$ cat src/rtl/mem_arb_pkg.sv
// Shared types and constants for the two-master memory arbiter.
// Latency: n/a (types and a pure function only).
// Backpressure: n/a.
//
// Contents: FSM state enum, master-id constants, the default error read
// word, the latched request struct and the winner-selection helper.
package mem_arb_pkg;

  typedef enum logic {
    IDLE  = 1'b0,
    GRANT = 1'b1
  } arb_state_t;

  localparam logic M0 = 1'b0;
  localparam logic M1 = 1'b1;

  localparam logic [31:0] DEFAULT_ERR_RDATA = 32'hDEADBEEF;

  // One picorv32-style request as captured at grant time.
  typedef struct packed {
    logic [31:0] addr;
    logic [31:0] wdata;
    logic [3:0]  wstrb;
  } mem_req_t;

  // Returns the id of the master to serve. With a single requester that
  // master wins; on a tie, fixed priority favours m0, otherwise the master
  // that was not served last wins. Result is don't-care with no requester.
  function automatic logic pick_winner(input logic v0, input logic v1,
                                       input logic last_id,
                                       input logic fixed_prio);
    logic win;
    if (v0 && v1) begin
      win = fixed_prio ? M0 : ~last_id;
    end else if (v1) begin
      win = M1;
    end else begin
      win = M0;
    end
    return win;
  endfunction

endpackage

$ cat src/rtl/arb_watchdog.sv
// Per-transaction cycle counter that flags when an access has run too long.
// Latency: expire is a combinational decode of the registered count.
// Backpressure: none; count holds at the terminal value until cleared.
//
// Ports:
//   clock, reset : sole clock, synchronous active-high reset
//   clear        : zero the count (new transaction starting)
//   enable       : count this cycle (transaction in flight)
//   expire       : count has reached TIMEOUT-1; never set when TIMEOUT == 0
module arb_watchdog #(
  parameter int unsigned TIMEOUT = 1024
) (
  input  logic clock,
  input  logic reset,
  input  logic clear,
  input  logic enable,
  output logic expire
);

  localparam int unsigned CW = (TIMEOUT > 1) ? $clog2(TIMEOUT) : 1;
  localparam logic [CW-1:0] LAST = CW'((TIMEOUT == 0) ? 0 : TIMEOUT - 1);

  logic [CW-1:0] count;

  always_ff @(posedge clock) begin
    if (reset || clear) begin
      count <= '0;
    end else if (enable && !expire) begin
      // Hold at the terminal value so expire stays asserted until cleared.
      count <= count + CW'(1);
    end
  end

  assign expire = (TIMEOUT != 0) && (count == LAST);

endmodule

$ cat src/rtl/mem_arbiter2.sv
// Two-master arbiter sharing one picorv32 native memory port (round-robin or fixed).
// Latency: request seen in IDLE at cycle N gives s_valid at N+1; master ready is
//   combinational with s_ready (or watchdog expiry); one IDLE cycle between accesses.
// Backpressure: a master holds valid until its ready pulse; a hung slave is cut off
//   by the watchdog, which returns ERR_RDATA and logs the failing access.
//
// Ports:
//   clock, reset                 : sole clock, synchronous active-high reset
//   m{0,1}_valid/addr/wdata/wstrb: master requests (wstrb == 0 means read)
//   m{0,1}_ready/rdata           : one-cycle completion, rdata is 0 unless ready
//   s_valid/addr/wdata/wstrb     : downstream request, fields latched at grant
//   s_ready/rdata                : downstream completion and read data
//   grant                        : one-hot current owner, 0 when idle
//   err_pulse                    : one cycle on a watchdog-terminated access
//   err_master/err_addr          : id and address of the last timeout (sticky)
//   err_count                    : saturating count of timeouts
module mem_arbiter2
  import mem_arb_pkg::*;
#(
  parameter int unsigned  TIMEOUT        = 1024,
  parameter logic [31:0]  ERR_RDATA      = DEFAULT_ERR_RDATA,
  parameter bit           FIXED_PRIORITY = 1'b0
) (
  input  logic        clock,
  input  logic        reset,

  input  logic        m0_valid,
  output logic        m0_ready,
  input  logic [31:0] m0_addr,
  input  logic [31:0] m0_wdata,
  input  logic [3:0]  m0_wstrb,
  output logic [31:0] m0_rdata,

  input  logic        m1_valid,
  output logic        m1_ready,
  input  logic [31:0] m1_addr,
  input  logic [31:0] m1_wdata,
  input  logic [3:0]  m1_wstrb,
  output logic [31:0] m1_rdata,

  output logic        s_valid,
  input  logic        s_ready,
  output logic [31:0] s_addr,
  output logic [31:0] s_wdata,
  output logic [3:0]  s_wstrb,
  input  logic [31:0] s_rdata,

  output logic [1:0]  grant,
  output logic        err_pulse,
  output logic        err_master,
  output logic [31:0] err_addr,
  output logic [7:0]  err_count
);

  arb_state_t  state;
  mem_req_t    lat_req;
  mem_req_t    m0_req;
  mem_req_t    m1_req;
  logic        last_grant;

  logic        in_grant;
  logic        start;
  logic        win_id;
  logic        owner;
  logic        expire;
  logic        done;
  logic        done_ok;
  logic        timed_out;
  logic [31:0] resp_data;

  assign m0_req = '{addr: m0_addr, wdata: m0_wdata, wstrb: m0_wstrb};
  assign m1_req = '{addr: m1_addr, wdata: m1_wdata, wstrb: m1_wstrb};

  assign in_grant = (state == GRANT);
  assign start    = (state == IDLE) && (m0_valid || m1_valid);
  assign win_id   = pick_winner(m0_valid, m1_valid, last_grant, FIXED_PRIORITY);
  assign owner    = grant[1] ? M1 : M0;

  // s_ready has priority over an expiry landing in the same cycle.
  assign done      = in_grant && (s_ready || expire);
  assign timed_out = in_grant && !s_ready && expire;

  // A reset arriving alongside completion abandons the access: the FSM
  // returns to IDLE without ever showing the master a ready pulse.
  assign done_ok   = done && !reset;
  assign resp_data = s_ready ? s_rdata : ERR_RDATA;

  assign m0_ready  = done_ok && grant[0];
  assign m1_ready  = done_ok && grant[1];
  assign m0_rdata  = m0_ready ? resp_data : 32'h0;
  assign m1_rdata  = m1_ready ? resp_data : 32'h0;
  assign err_pulse = timed_out && !reset;

  assign s_addr  = lat_req.addr;
  assign s_wdata = lat_req.wdata;
  assign s_wstrb = lat_req.wstrb;

  arb_watchdog #(
    .TIMEOUT (TIMEOUT)
  ) u_watchdog (
    .clock  (clock),
    .reset  (reset),
    .clear  (start),
    .enable (in_grant),
    .expire (expire)
  );

  always_ff @(posedge clock) begin
    if (reset) begin
      state      <= IDLE;
      s_valid    <= 1'b0;
      grant      <= 2'b00;
      lat_req    <= '0;
      last_grant <= M1;          // so m0 wins the first tie
      err_master <= 1'b0;
      err_addr   <= 32'h0;
      err_count  <= 8'h00;
    end else begin
      case (state)
        IDLE: begin
          // s_ready is deliberately ignored here.
          if (start) begin
            lat_req <= (win_id == M1) ? m1_req : m0_req;
            grant   <= (win_id == M1) ? 2'b10 : 2'b01;
            s_valid <= 1'b1;
            state   <= GRANT;
          end
        end
        GRANT: begin
          // Master valid is not consulted: a master dropping valid mid-access
          // still gets its completion once the slave finishes.
          if (done) begin
            state      <= IDLE;
            s_valid    <= 1'b0;
            grant      <= 2'b00;
            last_grant <= owner;
            if (timed_out) begin
              err_master <= owner;
              err_addr   <= lat_req.addr;
              if (err_count != 8'hFF) begin
                err_count <= err_count + 8'd1;
              end
            end
          end
        end
        default: state <= IDLE;
      endcase
    end
  end

endmodule
$ cat config.mk
export PLATFORM = sky130hd
export DESIGN_NAME = mem_arbiter2
export DESIGN_NICKNAME = d
export VERILOG_FILES = /design/src/rtl/mem_arb_pkg.sv /design/src/rtl/arb_watchdog.sv /design/src/rtl/mem_arbiter2.sv
export SDC_FILE = /design/constraint.sdc
export NUM_CORES = 1
export LEC_CHECK = 0
export BUFFER_PORTS_ARGS = -buffer_cell sky130_fd_sc_hd__buf_2
export CELL_PAD_IN_SITES_DETAIL_PLACEMENT = 1
export CELL_PAD_IN_SITES_GLOBAL_PLACEMENT = 2
export CORE_MARGIN = 2
export CORE_UTILIZATION = 21
export DETAILED_ROUTE_END_ITERATION = 6
export PLACE_DENSITY = 0.77
export SLEW_MARGIN = 20
export SYNTH_ARGS = -nofsm -noshare
export SYNTH_HDL_FRONTEND = slang
export SYNTH_SLANG_ARGS = --single-unit
$ cat constraint.sdc
create_clock -name clock -period 3.3 [get_ports clock]
set_input_delay 0.99 -clock clock [delete_from_list [all_inputs] [get_ports clock]]
set_output_delay 0.99 -clock clock [all_outputs]
set_load 0.005 [all_outputs]
# After elaboration in Yosys (flattened, before gate mapping)
# Cells that the tools add are included.
# classes
mux,17
addsub,2
bitwise_logic,2
n_eq_ne,4
reduce_logical,21
# ops
op,count
32-bit two-way mux,3
68-bit two-way mux,1
10-bit by 1-bit adder with 10-bit output (second input constant),1
10-bit == test (second input constant),1
1-bit logical AND,10
8-bit by 1-bit adder with 8-bit output (second input constant),1
8-bit inequality test (second input constant),1
1-bit two-way mux,7
2-bit two-way mux,3
2-bit AND reduction,3
2-bit by 1-bit inequality test with 1-bit output (second input constant),2
1-bit case mux with 2 select lines,2
2-bit case mux with 2 select lines,1
4-bit AND reduction,1
1-bit logical NOT,3
1-bit logical OR,3
3-bit AND reduction,1
1-bit NOT,2
# totals
reg_bits,124
in_bits,173
elab_cells,57

# Longest topological paths before layout
# Gate-level depths: netlist of run 1.
# logic_depth
word_depth,6
depth_mapped,8
mapped_depth_nobuf,5

# Modules after synthesis
# A second synthesis of run 1 with hierarchy kept.
# unflattened
hier_cells,626
area_unflattened_um2,5267.6
# by_module_without_submodules
module,cells_per_inst,seq_area_each_um2,area_per_inst_um2,instances
mem_arbiter2,558,2282.2,4674.5,1
arb_watchdog,68,200.2,593.1,1

# Worst setup path after synthesis of run 1
# No wires, ideal clock.
# synth_timing
path_kind,input to output
from,in reset
to,out err_pulse
setup_slack_ns,0.417
t_arrival_ns,1.893
path_stages,4
path_cell_list,clkbuf_1 -> clkbuf_1 -> clkbuf_1 -> nor2_1
# synth_between
elab_chain_len,2
# synth_lines
element,line,rtl
from (decl),mem_arbiter2.sv:25,"input logic reset,"
1-bit logical NOT,mem_arbiter2.sv:92,assign err_pulse = timed_out && !reset;
1-bit logical AND,mem_arbiter2.sv:92,
to (decl),mem_arbiter2.sv:49,"output logic err_pulse,"
# Every way passes these cells.

# Final worst setup path of run 1
# layout_timing
from,in s_ready
to,out m0_rdata[27]
# layout_between
elab_chain_len,5
elab_cells_between_ends,6
# layout_lines
element,line,rtl
from (decl),mem_arbiter2.sv:42,"input logic s_ready,"
1-bit logical OR,mem_arbiter2.sv:80,assign done = in_grant && (s_ready || expire);
1-bit logical AND,mem_arbiter2.sv:80,
1-bit logical AND,mem_arbiter2.sv:85,assign done_ok = done && !reset;
1-bit logical AND,mem_arbiter2.sv:88,assign m0_ready = done_ok && grant[0];
32-bit two-way mux *,mem_arbiter2.sv:90,assign m0_rdata = m0_ready ? resp_data : 32'h0;
to (decl),mem_arbiter2.sv:32,"output logic [31:0] m0_rdata,"
# Mark *: on every way between the ends. The rest lies on a longest branch, timed or not.

==> results of run 1 <==
[kinds of logic (layout without fill, tap and decap cells)]
group | after synthesis | count (layout) | synth area share, %
compound gates | 133 | 133 | 20.4
xor+xnor | 4 | 4 | 0.674
fa+ha+maj | 2 | 2 | 0.481
flops | 124 | 124 | 47.7
other cells | 0 | 2 | 0
simple gates | 297 | 297 | 24.9
mux | 3 | 3 | 0.601
buf+inv | 66 | 402 | 5.17
[routing by layer]
layer / share of wire, % / up-vias / track usage [%]
met5: 0 / - / 0
met4: 1.6 / 0 / 4.99
met3: 6.0 / 22 / 4.31
met2: 49 / 215 / 26.8
met1: 43 / 2886 / 18.9
li1: - / 2909 / -
[metrics by stage]
step / utilization, % / std cells / power (W) / worst slack, ns
finish: 32.5 / 1291 / 0.00399 / 0.230
floorplan: - / 629 / 0.00189 / 0.417
detailed placement: 30.1 / 1257 / 0.00216 / 0.238
global placement: 30.1 / 1257 / 0.00216 / 0.252
CTS: 32.5 / 1289 / 0.00407 / 0.206
global route: 32.5 / 1289 / 0.00420 / 0.0859
[state kept, by name, summed over array words and instances, names as in the netlist]
signal	flops
err_master	1
err_addr	32
grant	2
last_grant	1
err_count	8
s_wstrb	4
in_grant	1
u_watchdog.count	10
s_addr	32
s_wdata	32
s_valid	1
[tightest hold or removal path, delay by kind of cell, from the launching register on]
| kind | cells | cell delay [ns] |
|---|---|---|
| DFF | 1 | 0.31 |
| and+or+nand+nor | 1 | 0.05 |
| AOI/OAI and AO/OA | 1 | 0.05 |
[worst paths after layout]
path / endpoint / slack [ns] / startpoint / cells past startpoint
max: m0_rdata[27] / 0.23 / s_ready / 7
max reg2reg: err_count[5] / 1.18 / u_watchdog.count[0] / 6
min: err_addr[29] / 0.45 / err_addr[29] / 2
min reg2reg: err_addr[29] / 0.45 / err_addr[29] / 2
[cell usage after synthesis, types with 2 or more instances]
cell | instances | share of area [%]
nor2_1 | 147 | 11
dfxtp_1 | 124 | 48
nand2_1 | 84 | 6.1
a222oi_1 | 68 | 13
a21oi_1 | 44 | 4.2
clkbuf_1 | 43 | 3.1
nor2b_1 | 28 | 3.4
buf_2 | 11 | 1.1
nand3_1 | 9 | 0.87
a31oi_1 | 5 | 0.60
buf_1 | 5 | 0.36
nand4_1 | 5 | 0.60
o31ai_1 | 5 | 0.72
nor3_1 | 4 | 0.38
and3_1 | 3 | 0.36
and4_1 | 3 | 0.51
inv_1 | 3 | 0.22
or4_1 | 3 | 0.43
and2_1 | 2 | 0.24
buf_4 | 2 | 0.29
ha_1 | 2 | 0.48
inv_2 | 2 | 0.14
mux2i_1 | 2 | 0.38
nand2b_1 | 2 | 0.24
o21ai_1 | 2 | 0.19
o21bai_1 | 2 | 0.29
or3_1 | 2 | 0.24
xnor2_1 | 2 | 0.34
xor2_1 | 2 | 0.34
[power by group]
group / internal (W) / switching, W / leakage, nW
clock: 0.00113 / 0.000743 / 0.288
combinational: 0.000239 / 0.000254 / 2.51
sequential: 0.00157 / 0.0000520 / 1.01
[cell type report]
| cell class | instances | area [µm²] | area share (%) |
|---|---|---|---|
| diodes | 2 | 5.00 | 0.0633 |
| clock buffers | 18 | 429 | 5.43 |
| clock inverters | 14 | 163 | 2.06 |
| inverters | 5 | 18.8 | 0.237 |
| multi-input cells | 439 | 2460 | 31.2 |
| flip-flops and latches | 124 | 2480 | 31.4 |
| well taps | 324 | 405 | 5.13 |
| repair buffers | 365 | 1940 | 24.5 |
==> results.cfg, run 1 <==
[cells_and_area]
drive_gt1_share_pct = 41.8
syn2layout_area_growth_pct = 52.0
nFillCells = 3002
layout.nets = 1127
fin_area_um2 = 7910
final_cell_mix = 350 x buf_2, 147 x nor2_1, 124 x dfxtp_1
final_common_cell = buf_2

[sta]
drv_slew = 0
tightest_slew_ns = 0.827
hold_viol = 0
period_share_pct = 93.0
skew_ns = 0.0112
finalCriticalPeriod_ns = 3.07
fin_tns_setup_ns = 0
holdWs_ns = 0.450
relSlewSlack_pct = 44.9
max_freq_mhz = 326
setup_viol = 0
rsz0062_at_grt = no

[worst_hold_path]
hold_path.class = register to register

[logic_synthesis]
syn_nets = 804
ys_async_sr_fraction_pct = 0
synth_edf_count = 0
syn_area_per_cell_um2 = 8.27
postSynthCellCount = 629
synthFlopType = dfxtp_1
netlist_area_um2 = 5200
ys_ff_latch = 124
ys_warn_count = 0
ys_types = 42
yosysSeqAreaShare_pct = 47.7

[critical_path]
path_class = input pin to output port
worst_ep_arrival_time_ns = 2.08
worstPathCellList = buf_2, and2_1, a41o_1, nand2_1, buf_12, nor2_1, buf_2
slowest_delay_ns = 0.25
critPathCaptureType = output port
crit_family = buffers and inverters
crit_fanout = 33
crit_path_start_kind = input pin
cp_slowest_cell = a41o_1
cp.buffers_inverters = 3
critical_path_required_ns = 2.31
cpMostUsedCell = buf_2

[grt]
grt_pass1_wl_um = 32500
antenna_found_initial = 2
grt_overflow_total = 0
grt_usage_pct = 15.6
grt_pass1_vias = 5904
grt_max_degree = 77

[clock_network]
cts.path.max_buffers = 2
ctsHoldBuffers = 0
post_cts_buffers = 0
cts-root-buf = clkbuf_16
cts_sinks = 124
cts_resized = 0
cts.clk_slew.worst_paths_ns = 0.06
htree_levels = 4
cts_buffers = 17
worstSkewPairLatency_ns = 0.41
cts_tree = built

[floorplanning]
dieArea_um2 = 26000
core_um2 = 24300
io_pins = 352
initial_core_util_pct = 21.4
die_h_um = 161
dieWidth_um = 161
num_rows = 57

[place]
placed_area_um2 = 7310
port-buffer-count = 351
gp_congestion = 0.827
hpwl_um = 15400

[pwr]
power.density_nw_per_um2 = 505
p_leak_nw = 3.81
ir_drop_uv = 238

[run_status]
violations = design-rule violations
status = complete, but fails checks

[routing]
num_vias = 6032
antenna_left = 0
route.detailed.drc = 1
dr.first_iter.drc_count = 554
routed_wl_um = 21100
detail_route.vias_per_cell = 4.67
routedWlPerCell_um = 16.4
drt_pass1_iterations = 7

[run]
cap_violations = 0
No activity file was read; power rests on OpenSTA's default activity.
==> run 2, diff against run 1 <==
--- a/config.mk
+++ b/config.mk
@@ -10,6 +10,7 @@
 export CELL_PAD_IN_SITES_GLOBAL_PLACEMENT = 2
 export CORE_MARGIN = 2
 export CORE_UTILIZATION = 21
+export CTS_BUF_LIST = sky130_fd_sc_hd__clkbuf_4 sky130_fd_sc_hd__clkbuf_8 sky130_fd_sc_hd__clkbuf_16
 export DETAILED_ROUTE_END_ITERATION = 6
 export PLACE_DENSITY = 0.77
 export SLEW_MARGIN = 20
==> run 2 against run 1 <==
  * The run still ends with design-rule violations left
  * Design area about the same
  * Wire length grew 0.19%
  * Register-to-register slack hardly changed
  * Critical path depth unchanged
  * Count of clock-buffer cells in the layout unchanged
  * First-iteration DRC count up 0.72%
  * Via count fell by 0.15%
  * Clock power about the same
  * Largest cell class unchanged
==> results.cfg, run 2 (synthesized netlist as in run 1, its figures left out) <==
[pwr]
p_switching_w = 0.00105
ir_drop_uv = 238
comb_power_share_pct = 12.3
power_switching_share_pct = 26.2
power.density_nw_per_um2 = 506
pwr-share-clk_pct = 47.1
seq_power_share_pct = 40.6
p_leak_nw = 3.81
p_int_w = 0.00295

[cells_and_area]
nFillCells = 3005
final-instance-count-excl-fill = 1291
syn2layout_area_growth_pct = 52.1
fin_area_um2 = 7910
drive_gt1_share_pct = 41.9
layout.nets = 1127
final_common_cell = buf_2
final_cell_mix = 350 x buf_2, 147 x nor2_1, 124 x dfxtp_1
post-route-util_pct = 32.5

[critical_path]
slowest_delay_ns = 0.25
critPathCaptureType = output port
cp_slowest_cell = a41o_1
cp-startpoint = s_ready
crit_path_end = m0_rdata[27]
cpMostUsedCell = buf_2
crit_fanout = 33
worstPathCellList = buf_2, and2_1, a41o_1, nand2_1, buf_12, nor2_1, buf_2
crit_path_start_kind = input pin
rrSetupSlack_ns = 1.18
path_class = input pin to output port
r2r-start = u_watchdog.count[0]
critical_path_required_ns = 2.31
worst_ep_arrival_time_ns = 2.08
reg2reg_to = err_count[5]
reg2reg_depth = 6

[place]
gp_congestion = 0.827
place_inst = 1257
port-buffer-count = 351
hpwl_um = 15400
placed_area_um2 = 7310

[run_status]
status = complete, but fails checks
violations = design-rule violations

[worst_hold_path]
hold_depth = 2
hold_path.class = register to register

[floorplanning]
die_h_um = 161
num_rows = 57
dieWidth_um = 161
io_pins = 352
dieArea_um2 = 26000
core_um2 = 24300
initial_core_util_pct = 21.4

[routing]
num_vias = 6023
detail_route.vias_per_cell = 4.67
routed_wl_um = 21200
dr.first_iter.drc_count = 558
routedWlPerCell_um = 16.4
route.detailed.drc = 12
drt_pass1_iterations = 7
antenna_left = 0

[sta]
tightest_slew_ns = 0.825
rsz0062_at_grt = no
skew_ns = 0.00817
fin_tns_setup_ns = 0
finalCriticalPeriod_ns = 3.07
hold_viol = 0
relSlewSlack_pct = 45.0
drv_slew = 0
period_share_pct = 93.0
setup_viol = 0
max_freq_mhz = 326

[clock_network]
htree_levels = 4
ctsHoldBuffers = 0
cts-root-buf = clkbuf_16
worstSkewPairLatency_ns = 0.41
cts_sinks = 124
cts_resized = 0
post_cts_buffers = 0
cts_buffers = 17
cts_tree = built
cts.clk_slew.worst_paths_ns = 0.06
cts.path.max_buffers = 2

[grt]
grt_max_degree = 77
antenna_found_initial = 2
grt_pass1_wl_um = 32500
grt_usage_pct = 15.6
grt_overflow_total = 0
grt_pass1_vias = 5904

[run]
cap_violations = 0
## run 2: cell counts in the layout (fill, tap and decap cells not counted)
No cell type changed its count.
## run 2: worst min-delay path by stage
| stage | from | end | slack (ns) |
|---|---|---|---|
| floorplan | last_grant | last_grant | 0.43 |
| global placement | err_addr[27] | err_addr[27] | 0.44 |
| detailed placement | err_addr[10] | err_addr[10] | 0.44 |
| CTS | err_addr[31] | err_addr[31] | 0.45 |
| global route | err_addr[21] | err_addr[21] | 0.47 |
| finish | err_addr[29] | err_addr[29] | 0.45 |
## run 2: critical path: cells and delay by family
kind	cells	cell delay, ns
AO/OA/AOI/OAI	1	0.25
AND/OR/NAND/NOR	3	0.37
buffers and inverters	3	0.47
## run 2: area by class of cell
| class | count | area, µm² | area share, % |
|---|---|---|---|
| Multi-Input combinational cell | 439 | 2460 | 31.1 |
| Tap cell | 324 | 405 | 5.12 |
| Timing Repair Buffer | 365 | 1940 | 24.5 |
| Clock inverter | 14 | 163 | 2.06 |
| Inverter | 5 | 18.8 | 0.237 |
| Sequential cell | 124 | 2480 | 31.4 |
| Clock buffer | 18 | 433 | 5.47 |
| Antenna cell | 2 | 5.00 | 0.0633 |
## run 2: metal layers
| metal | track usage [%] | routed length [µm] | vias to the layer above |
|---|---|---|---|
| li1 | - | - | 2908 |
| met1 | 18.9 | 9120 | 2880 |
| met2 | 26.8 | 10400 | 212 |
| met3 | 4.31 | 1300 | 23 |
| met4 | 4.99 | 364 | 0 |
| met5 | 0 | 0 | - |
## run 2: power by group through the flow
stage	registers [W]	logic [W]	clock network (W)
global placement	0.00166	0.000499	0
CTS	0.00162	0.000503	0.00195
floorplan	0.00165	0.000234	0
finish	0.00162	0.000494	0.00188
detailed placement	0.00166	0.000501	0
global route	0.00163	0.000548	0.00202
## run 2: per-stage QoR
stage               power (W)  setup WS [ns]  hold slack, ns
floorplan             0.00189          0.417           0.426
global placement      0.00216          0.252           0.437
detailed placement    0.00216          0.238           0.444
CTS                   0.00407          0.206           0.451
global route          0.00420         0.0859           0.471
finish                0.00400          0.230           0.450
